--- config.mk ---
export PLATFORM = sky130hd
export DESIGN_NAME = rf_wb_arbiter
export DESIGN_NICKNAME = d
export VERILOG_FILES = /design/src/rtl/rf_wb_arbiter.sv
export SDC_FILE = /design/constraint.sdc
export NUM_CORES = 1
export LEC_CHECK = 0
export CELL_PAD_IN_SITES_DETAIL_PLACEMENT = 1
export CELL_PAD_IN_SITES_GLOBAL_PLACEMENT = 1
export CORE_MARGIN = 3
export CORE_UTILIZATION = 34
export CTS_BUF_LIST = sky130_fd_sc_hd__clkbuf_2 sky130_fd_sc_hd__clkbuf_4 sky130_fd_sc_hd__clkbuf_8
export DETAILED_ROUTE_END_ITERATION = 16
export PLACE_DENSITY_LB_ADDON = 0.25
export SYNTH_ARGS = -nofsm -noshare
export SYNTH_HDL_FRONTEND = slang
export SYNTH_SLANG_ARGS = --single-unit
--- constraint.sdc ---
create_clock -name clk -period 4.9 [get_ports clk]
set_input_delay 1.225 -clock clk [delete_from_list [all_inputs] [get_ports clk]]
set_output_delay 1.225 -clock clk [all_outputs]
set_load 0.005 [all_outputs]
--- src/rtl/rf_wb_arbiter.sv ---
// Register-file writeback arbiter: round-robin (optional strict priority for
// requester 0) over NREQ sources, one registered write stage, RAW busy scoreboard.
module rf_wb_arbiter #(
  parameter int NREQ  = 3,
  parameter bit PRIO0 = 1'b1
) (
  input  logic                 clk,
  input  logic                 rst,
  input  logic [NREQ-1:0]      req_valid,
  output logic [NREQ-1:0]      req_ready,
  input  logic [NREQ*5-1:0]    req_addr,
  input  logic [NREQ*32-1:0]   req_data,
  input  logic [NREQ*32-1:0]   req_pc,
  input  logic                 set_en,
  input  logic [4:0]           set_addr,
  input  logic                 flush,
  output logic                 rf_we,
  output logic [4:0]           rf_waddr,
  output logic [31:0]          rf_wdata,
  output logic [31:0]          rf_pc,
  output logic [31:0]          busy
);

  localparam int IW = (NREQ > 1) ? $clog2(NREQ) : 1;

  logic [IW-1:0]   rr_ptr;
  logic [IW-1:0]   rr_nxt;
  logic [NREQ-1:0] grant;
  logic            vld_p0;
  logic [4:0]      addr_p0;
  logic [31:0]     data_p0;
  logic [31:0]     pc_p0;
  logic [31:0]     busy_nxt;

  // Stage p0: grant selection and winner mux, all combinational from req_valid
  always_comb begin
    int  idx;
    logic found;
    grant   = '0;
    addr_p0 = '0;
    data_p0 = '0;
    pc_p0   = '0;
    rr_nxt  = rr_ptr;
    idx     = 0;
    found   = 1'b0;
    if (!rst && !flush) begin
      if (PRIO0 && req_valid[0]) begin
        grant[0] = 1'b1;
        addr_p0  = req_addr[4:0];
        data_p0  = req_data[31:0];
        pc_p0    = req_pc[31:0];
      end else begin
        for (int k = 0; k < NREQ; k++) begin
          idx = int'(rr_ptr) + k;
          if (idx >= NREQ) idx = idx - NREQ;
          if (!found && req_valid[idx]) begin
            found       = 1'b1;
            grant[idx]  = 1'b1;
            addr_p0     = req_addr[idx*5 +: 5];
            data_p0     = req_data[idx*32 +: 32];
            pc_p0       = req_pc[idx*32 +: 32];
            rr_nxt      = (idx == NREQ - 1) ? '0 : IW'(idx + 1);
          end
        end
      end
    end
  end

  assign req_ready = grant;
  assign vld_p0    = |grant;

  always_ff @(posedge clk or posedge rst) begin
    if (rst) rr_ptr <= '0;
    else     rr_ptr <= rr_nxt;
  end

  // Stage p1: registered RF write port; r0 writes are consumed without a write
  always_ff @(posedge clk or posedge rst) begin
    if (rst) begin
      rf_we    <= 1'b0;
      rf_waddr <= '0;
      rf_wdata <= '0;
      rf_pc    <= '0;
    end else begin
      rf_we <= vld_p0 && (addr_p0 != 5'd0);
      if (vld_p0) begin
        rf_waddr <= addr_p0;
        rf_wdata <= data_p0;
        rf_pc    <= pc_p0;
      end
    end
  end

  // Set after clear so a younger producer keeps the register busy; flush beats both
  always_comb begin
    busy_nxt = busy;
    if (rf_we) busy_nxt[rf_waddr] = 1'b0;
    if (set_en && (set_addr != 5'd0)) busy_nxt[set_addr] = 1'b1;
    if (flush) busy_nxt = '0;
    busy_nxt[0] = 1'b0;
  end

  always_ff @(posedge clk or posedge rst) begin
    if (rst) busy <= '0;
    else     busy <= busy_nxt;
  end

endmodule

-- Word-level counts from Yosys, hierarchy flattened
Cells that the tools add are included.
- word-level logic and storage cells: 135
- register bits: 103
- output and inout port bits: 105
- input port bits: 219
- multipliers: 3
- multiplexer cells: 68
- equality and inequality tests: 3
- add/subtract/negate cells: 8
- order comparisons: 13
- bitwise operators: 6
- reductions and logical operators: 19
- shift-type cells: 9
- operators with widths (kind ; count):
    $mux 32 ; 22
    $shiftx 96x32->32 ; 6
    $eq 32x3->1 const B ; 3
    $ge 32x1->1 const B ; 3
    $lt 32x4->1 const B ; 3
    $mul 32x4->32 const B ; 3
    $shiftx 15x32->5 ; 3
    $and 32x32->32 ; 1
    $not 32->32 ; 1
    $or 32x32->32 ; 1
    $mux 5 ; 5
    $mux 3 ; 8
    $mux 1 ; 18
    $mux 2 ; 7
    $lt 5x6->1 const B ; 2
    $demux 1 s5 ; 2
    $ge 5x1->1 const B ; 2
    $logic_and 1x1->1 ; 10
    $reduce_bool 5->1 ; 2
    $sub 3x2->4 const B ; 2
    $add 2x2->2 const B ; 3
    $bmux 1 s2 ; 3
    $demux 1 s2 ; 3
    $ge 3x2->1 const B ; 2
    other kinds (10) ; 14

-- Depth between registers and ports, before layout
Gate-level depths: netlist (run 1).
- word-level depth: 22
- mapped depth: 16
- depth with buffers taken out: 14

-- Least setup slack after synthesis (run 1)
OpenSTA, ideal clock, no wires.
- path type: register -> register
- from: register rr_ptr[0]
- to: register rf_we
- arrival: 3.641 ns
- setup time: 0.088 ns
- required time: 4.812 ns
- buffers on the path: 5
- path slack: 1.171 ns
- cell stages (with the launch flop): 16
- path through: dfrtp_1 inv_1 ha_1 buf_4 buf_2 buf_2 clkbuf_1 clkbuf_1 nand3b_1 fa_1 nor4b_1 a22oi_1 o21ai_0 o221ai_1 and2_1 a41oi_1
- word-level cells in the longest chain between the ends: 22
- RTL lines (what ; line ; RTL):
    from (decl) ; 26 ; logic [IW-1:0] rr_ptr;
    from (signal assigned) ; 74 ; else rr_ptr <= rr_nxt;
    branches (longest 21 deep; another with $mul 32x4->32) ; -- ;
    $logic_and 1x1->1 * ; 85 ; rf_we <= vld_p0 && (addr_p0 != 5'd0);
    to (signal assigned) ; 85 ;
    to (decl) ; 17 ; output logic rf_we,
Every way passes the cells marked *. The select of a mux whose other input is x is not followed.
A chain may end at the register's enable or synchronous reset.

-- Final worst setup path (run 1)
- from: input port req_valid[2]
- to: output port req_ready[0]
- word-level cells in the longest chain between the ends: 16
- RTL lines (what ; line ; RTL):
    from (decl) ; 9 ; input logic [NREQ-1:0] req_valid,
    $bmux 1 s2 ; 56 ; if (!found && req_valid[idx]) begin
    $mux 1 (implied by the code) (2 in a row) ; 56 ;
    $mux 1 ; 56 ;
    $mux 1 ; 47 ; if (PRIO0 && req_valid[0]) begin
    $mux 1 ; 46 ; if (!rst && !flush) begin
    $logic_not 1->1 ; 56 ;
    $logic_and 1x1->1 ; 56 ;
    $mux 1 ; 56 ;
    $mux 1 ; 47 ;
    $mux 1 ; 46 ;
    $logic_not 1->1 ; 56 ;
    $logic_and 1x1->1 ; 56 ;
    $mux 3 * ; 56 ;
    $mux 1 * ; 47 ;
    $mux 3 * ; 46 ;
    to (decl) ; 10 ; output logic [NREQ-1:0] req_ready,
Every way passes the cells marked *; elsewhere a longest branch is shown, timed or not. The select of a mux whose other input is x is not followed.

==> results of run 1 <==
-- kinds of logic (layout without fill, tap and decap cells) --
kind of cell | count (synthesis) | in the layout | share of synthesized area
other | 1 | 2 | 0.000359
muxes | 79 | 79 | 0.0757
buffers and inverters | 149 | 371 | 0.0627
DFF | 103 | 103 | 0.247
and+or+nand+nor | 642 | 642 | 0.278
xor gates and xnor gates | 1 | 1 | 0.000838
adders and majority gates | 9 | 9 | 0.0115
AOI/OAI and AO/OA | 573 | 573 | 0.325
-- worst paths after layout --
path / from / end / slack, ps / cells after the start
max in group asynchronous: rst / rf_wdata[30] / 2780 / 3
hold reg to reg: rf_wdata[14] / rf_wdata[14] / 490 / 2
hold / removal: rf_wdata[14] / rf_wdata[14] / 490 / 2
min in group asynchronous: rst / rf_wdata[6] / 1290 / 2
setup reg to reg: rr_ptr[0] / rf_we / 750 / 14
setup / recovery: req_valid[2] / req_ready[0] / 230 / 8
-- flip-flops by register name, summed over array words and instances, names as in the netlist --
name / count
rr_ptr: 2
rf_waddr: 5
rf_we: 1
rf_wdata: 32
rf_pc: 32
busy: 31
-- Yosys cell counts, types with 6 or more instances --
library cell / n / area [sq um]
nand3_1: 14 / 70.1
inv_1: 11 / 41.3
o21ai_0: 54 / 270
nor2_1: 340 / 1280
and2_1: 6 / 37.5
a211oi_1: 66 / 495
dfrtp_1: 103 / 2580
nand2_1: 115 / 432
buf_2: 34 / 170
o21ai_1: 63 / 315
nand2b_1: 67 / 419
o41ai_1: 64 / 561
buf_1: 10 / 37.5
nor2b_1: 67 / 419
clkbuf_1: 82 / 308
ha_1: 8 / 100
a21oi_1: 294 / 1470
mux2i_1: 79 / 791
-- metal layers --
layer	up-vias	global-route usage	wire length, microns
met4	10	0.0469	602
met5	-	0	66
met3	51	0.0672	3090
met2	354	0.434	20600
li1	5926	-	-
met1	6143	0.315	18900
-- power breakdown --
part,internal (uW),switching [uW],leakage (uW)
Combinational,2320,3540,0.00409
Clock,216,425,0.000110
Sequential,1120,205,0.00134
Total,3660,4170,0.00554
-- area by class of cell --
class / instances / share of cell area
multi-input combinational: 1305 / 0.516
tap: 390 / 0.0346
inverter: 11 / 0.00310
clock inverter: 7 / 0.00718
antenna: 1 / 0.000177
sequential: 103 / 0.183
clock buffer: 9 / 0.00878
timing repair buffer: 344 / 0.248
-- worst max-delay path, stage by stage --
cell	delay, ps
clkdlybuf4s50_1	410
buf_4	160
nor3b_1	250
a32o_1	250
a21oi_4	100
o21ai_0	360
and2_1	190
clkdlybuf4s50_1	490
-- stage by stage --
stage / hold WS [ps] / util / total power, uW / instance area [sq um]
after floorplan: 473 / - / 5230 / 10400
final: 492 / 0.471 / 7830 / 14100
after CTS: 499 / 0.471 / 7860 / 14100
after detailed placement: 470 / 0.463 / 7200 / 13900
after global routing: 523 / 0.471 / 8520 / 14100
after global placement: 466 / 0.463 / 7040 / 13900
-- cell usage in the layout (no fill, tap or decap), types with 2 or more instances in the layout --
| cell type | n |
|---|---|
| buf_4 | 14 |
| ha_1 | 5 |
| nor3b_1 | 5 |
| inv_1 | 10 |
| a211oi_1 | 66 |
| o21ai_0 | 54 |
| a2bb2oi_1 | 2 |
| mux2i_1 | 79 |
| nand2_1 | 115 |
| nand3_1 | 14 |
| clkbuf_8 | 9 |
| and2_1 | 5 |
| ha_4 | 3 |
| nor2_1 | 340 |
| nor3_1 | 5 |
| o221ai_1 | 2 |
| o21ai_1 | 63 |
| or3_1 | 2 |
| clkinv_8 | 4 |
| a32o_1 | 2 |
| nor2b_1 | 66 |
| a31oi_1 | 5 |
| nand3b_1 | 5 |
| a21oi_1 | 294 |
| and3_1 | 5 |
| a22oi_1 | 3 |
| dfrtp_1 | 103 |
| and3b_1 | 3 |
| nand2b_1 | 67 |
| clkdlybuf4s50_1 | 321 |
| buf_12 | 9 |
| o41ai_1 | 64 |
==> flow_summary_export.csv, run 1 <==
group,metric,value,unit
run_status,outcome,"finished, final reports clean",
drt,viasPerCell,5.75,
setup_path,critPathRequiredTime,3670,ps
setup_path,worstPathArrival,3450,ps
global_routing,grt_overflow_total,0,
placed_design,place_congestion,0.863,
clock_network,cts_max_path_buffers,2,
cells_and_area,drive_gt1_frac,0.0320,
drt,vias,12484,
sta,finalCritPeriodShare,0.954,
sta,setup_viol,0,
yosys,ys_seq_elements,103,
clock_network,postCtsResizedCells,0,
floorplanning,rows,63,
clock_network,root_buffer,"clkbuf_8",
floorplanning,core_area,0.0300,sq mm
sta,max_slew.worst_pin.slew,1000,ps
pwr,vdd_ir_drop_max,0.606,mV
sta,clock_skew,26.4,ps
drt,drt_wl_total,43200,microns
yosys,synth_warnings,0,
floorplanning,die_y,181,microns
cells_and_area,fin_nets,2002,
drt,post-route-drc-count,0,
clock_network,cts_setup_buffers,0,
global_routing,grt_pass1_wl,68500,microns
drt,wl_per_cell,19.9,microns
sta,final.min_clock_period,4670,ps
sta,hold_violations,0,
yosys,synthCells,1557,
setup_path,cp_max_fo,7,
yosys,synth-edff-count,0,
floorplanning,dieArea,0.0329,sq mm
sta,fmax,214,MHz
sta,setup_ws,225,ps
clock_network,path_clk_slew,130,ps
cells_and_area,syn_to_final_growth,35.0,%
clock_network,clock_latency,420,ps
setup_path,critPathKind,"input port to primary output",
yosys,yosysSeqAreaShare,0.247,
setup_path,cp-end-kind,"primary output",
yosys,async_reset_ff_frac,1.00,
global_routing,antenna_found_initial,5,
placed_design,dpl.cell_count,2153,
setup_path,startpoint_type,"input port",
global_routing,grt_max_degree,139,
yosys,synth-main-ff-cell,"dfrtp_1",
pwr,powerDensity,555,mW/mm^2
global_routing,grt_usage,0.250,
clock_network,h-tree-depth,3,
yosys,syn_nets,1785,
pwr,power.leakage,0.00554,uW
global_routing,grt_pass1_vias,12784,
floorplanning,fp.dieW,181,microns
clock_network,ctsHoldBuffers,0,
clock_network,clock-sinks,103,
cells_and_area,seq_area,0.00258,sq mm
clock_network,cts_buffers,9,
job,max-cap-violations,0,
clock_network,cts_tree,"built",
hold_path,hold_class,"flip-flop to flip-flop",
drt,drtPass1Iterations,5,
sta,fin_tns_setup,0,ps
drt,ant_nets,0,
cells_and_area,fillers,3798,
floorplanning,io_pins,324,
placed_design,io_buffers,322,
cells_and_area,stdcell_count,2170,
placed_design,place_ws,231,ps
yosys,synth_cell_types,59,
sta,rsz0062_at_grt,"no",
sta,slew_headroom,0.331,
yosys,netlist_area,0.0104,sq mm
sta,slew_violations,0,
placed_design,dp.final_hpwl,29300,microns
cells_and_area,multi_input_comb_area,0.00728,sq mm
yosys,syn_avg_cell_area,6.71,sq um
floorplanning,initial_utilization,0.349,
drt,first_iter_violations,676,
(Power assumes the default switching activity.)
==> inputs of run 2 (changes only) <==
- CORE_MARGIN: 3 -> 2
==> run 2 against run 1 <==
  * Design area up 0.12%
  * Fmax about the same
  * Sequential power about the same
  * Highest routed layer unchanged
  * Die area down 2.2%
  * Critical path type unchanged
  * Largest power group unchanged
  * Largest cell class unchanged
  * Power up 0.54%
==> flow_summary_export.csv, run 2 (synthesis gave the netlist of run 1 again) <==
group,metric,value,unit
placed_design,place_ws,194,ps
setup_path,rrSetupSlack,790,ps
clock_network,cts_max_path_buffers,2,
floorplanning,rows,64,
cells_and_area,top_regs,"rf_pc: 32 flops, rf_wdata: 32 flops, busy: 31 flops",
placed_design,io_buffers,322,
clock_network,ctsHoldBuffers,0,
floorplanning,io_pins,324,
clock_network,clock_latency,420,ps
sta,setup_ws,223,ps
global_routing,grt_pass1_wl,67500,microns
cells_and_area,fin_nets,2005,
job,max-cap-violations,0,
placed_design,place_congestion,0.865,
sta,rsz0062_at_grt,"no",
setup_path,critPathRequiredTime,3670,ps
hold_path,hold_class,"flip-flop to flip-flop",
sta,finalCritPeriodShare,0.955,
sta,slew_headroom,0.270,
global_routing,grt_max_degree,186,
floorplanning,fp.dieW,179,microns
drt,ant_nets,0,
drt,drt_wl_total,43400,microns
cells_and_area,layout_commonest_cell,"nor2_1",
pwr,power.total,7870,uW
sta,slew_violations,0,
setup_path,startpoint_type,"input port",
clock_network,root_buffer,"clkbuf_8",
pwr,vdd_ir_drop_max,0.828,mV
drt,drtPass1Iterations,5,
run_status,outcome,"finished, final reports clean",
clock_network,cts_tree,"built",
floorplanning,core_area,0.0304,sq mm
global_routing,grt_usage,0.261,
hold_path,hold_depth,2,
cells_and_area,final_cell_mix,"340 x nor2_1, 321 x clkdlybuf4s50_1, 294 x a21oi_1, 115 x nand2_1, 103 x dfrtp_1",
setup_path,worstPathArrival,3450,ps
clock_network,clock-sinks,103,
setup_path,cp-end-kind,"primary output",
global_routing,grt_pass1_vias,12542,
cells_and_area,drive_gt1_frac,0.0337,
setup_path,crit_start,"req_valid[2]",
setup_path,critPathKind,"input port to primary output",
cells_and_area,syn_to_final_growth,35.2,%
setup_path,rr_startpoint,"rr_ptr[0]",
clock_network,path_clk_slew,120,ps
drt,viasPerCell,5.70,
setup_path,reg2reg_depth,14,
floorplanning,die_y,179,microns
pwr,power.leakage,0.00555,uW
clock_network,h-tree-depth,3,
drt,post-route-drc-count,0,
sta,fmax,214,MHz
cells_and_area,seq_area,0.00258,sq mm
cells_and_area,finish.utilization,0.464,
global_routing,grt_overflow_total,0,
sta,clock_skew,27.0,ps
setup_path,cp-endpoint,"req_ready[0]",
floorplanning,dieArea,0.0322,sq mm
sta,hold_violations,0,
setup_path,regToRegEndpoint,"rf_we",
placed_design,dp.final_hpwl,29000,microns
sta,max_slew.worst_pin.slew,1100,ps
floorplanning,initial_utilization,0.343,
sta,setup_viol,0,
sta,fin_tns_setup,0,ps
clock_network,cts_buffers,9,
global_routing,antenna_found_initial,5,
pwr,powerDensity,557,mW/mm^2
cells_and_area,multi_input_comb_area,0.00728,sq mm
cells_and_area,fillers,3820,
setup_path,cp_max_fo,7,
sta,final.min_clock_period,4680,ps
drt,wl_per_cell,19.9,microns
drt,first_iter_violations,841,
drt,vias,12434,
[run 2: how the worst min path moves through the flow]
stage	from	end	slack, ps
final	rf_wdata[8]	rf_wdata[8]	500
after CTS	rf_wdata[8]	rf_wdata[8]	500
after global routing	rf_wdata[22]	rf_wdata[22]	530
after global placement	rf_pc[23]	rf_pc[23]	470
after detailed placement	rf_wdata[8]	rf_wdata[8]	480
after floorplan	rf_wdata[11]	rf_wdata[11]	470
[run 2: through the flow]
step	instances	area (sq um)	hold slack [ps]
2_1_floorplan	1557	10400	473
3_3_place_gp	2161	13900	467
3_5_place_dp	2161	13900	475
4_1_cts	2177	14100	504
5_1_grt	2180	14100	527
6_report	2181	14100	499
[run 2: per-layer routing]
layer | GRT usage | vias up | routed length, microns
met1 | 0.328 | 6073 | 18800
met4 | 0.0753 | 4 | 901
met3 | 0.0609 | 55 | 3000
met5 | 0 | - | 27
li1 | - | 5955 | -
met2 | 0.446 | 347 | 20600
[run 2: what timing repair did]
| item | in CTS | in global routing |
|---|---|---|
| hold endpoints to repair | 0 | 0 |
| setup buffers | 0 | 1 |
| endpoints found under the setup margin | 0 | 1 |
| resized for setup | 0 | 0 |
[run 2: worst max-delay path: stages]
cell,delay (ps)
clkdlybuf4s50_1,410
buf_4,160
nor3b_1,250
a32o_1,240
a21oi_4,100
o21ai_0,380
and2_1,190
clkdlybuf4s50_1,490
[run 2: where the power goes]
part	switching, uW	internal (uW)	leakage [uW]
Combinational	3550	2360	0.00410
Clock	418	212	0.000107
Sequential	213	1120	0.00134
Total	4180	3690	0.00555
[run 2: cell type report]
class | count | share of cell area
Clock buffer | 9 | 0.00877
Timing Repair Buffer | 347 | 0.249
Inverter | 11 | 0.00310
Multi-Input combinational cell | 1305 | 0.515
Antenna cell | 3 | 0.000531
Sequential cell | 103 | 0.182
Tap cell | 396 | 0.0351
Clock inverter | 7 | 0.00629
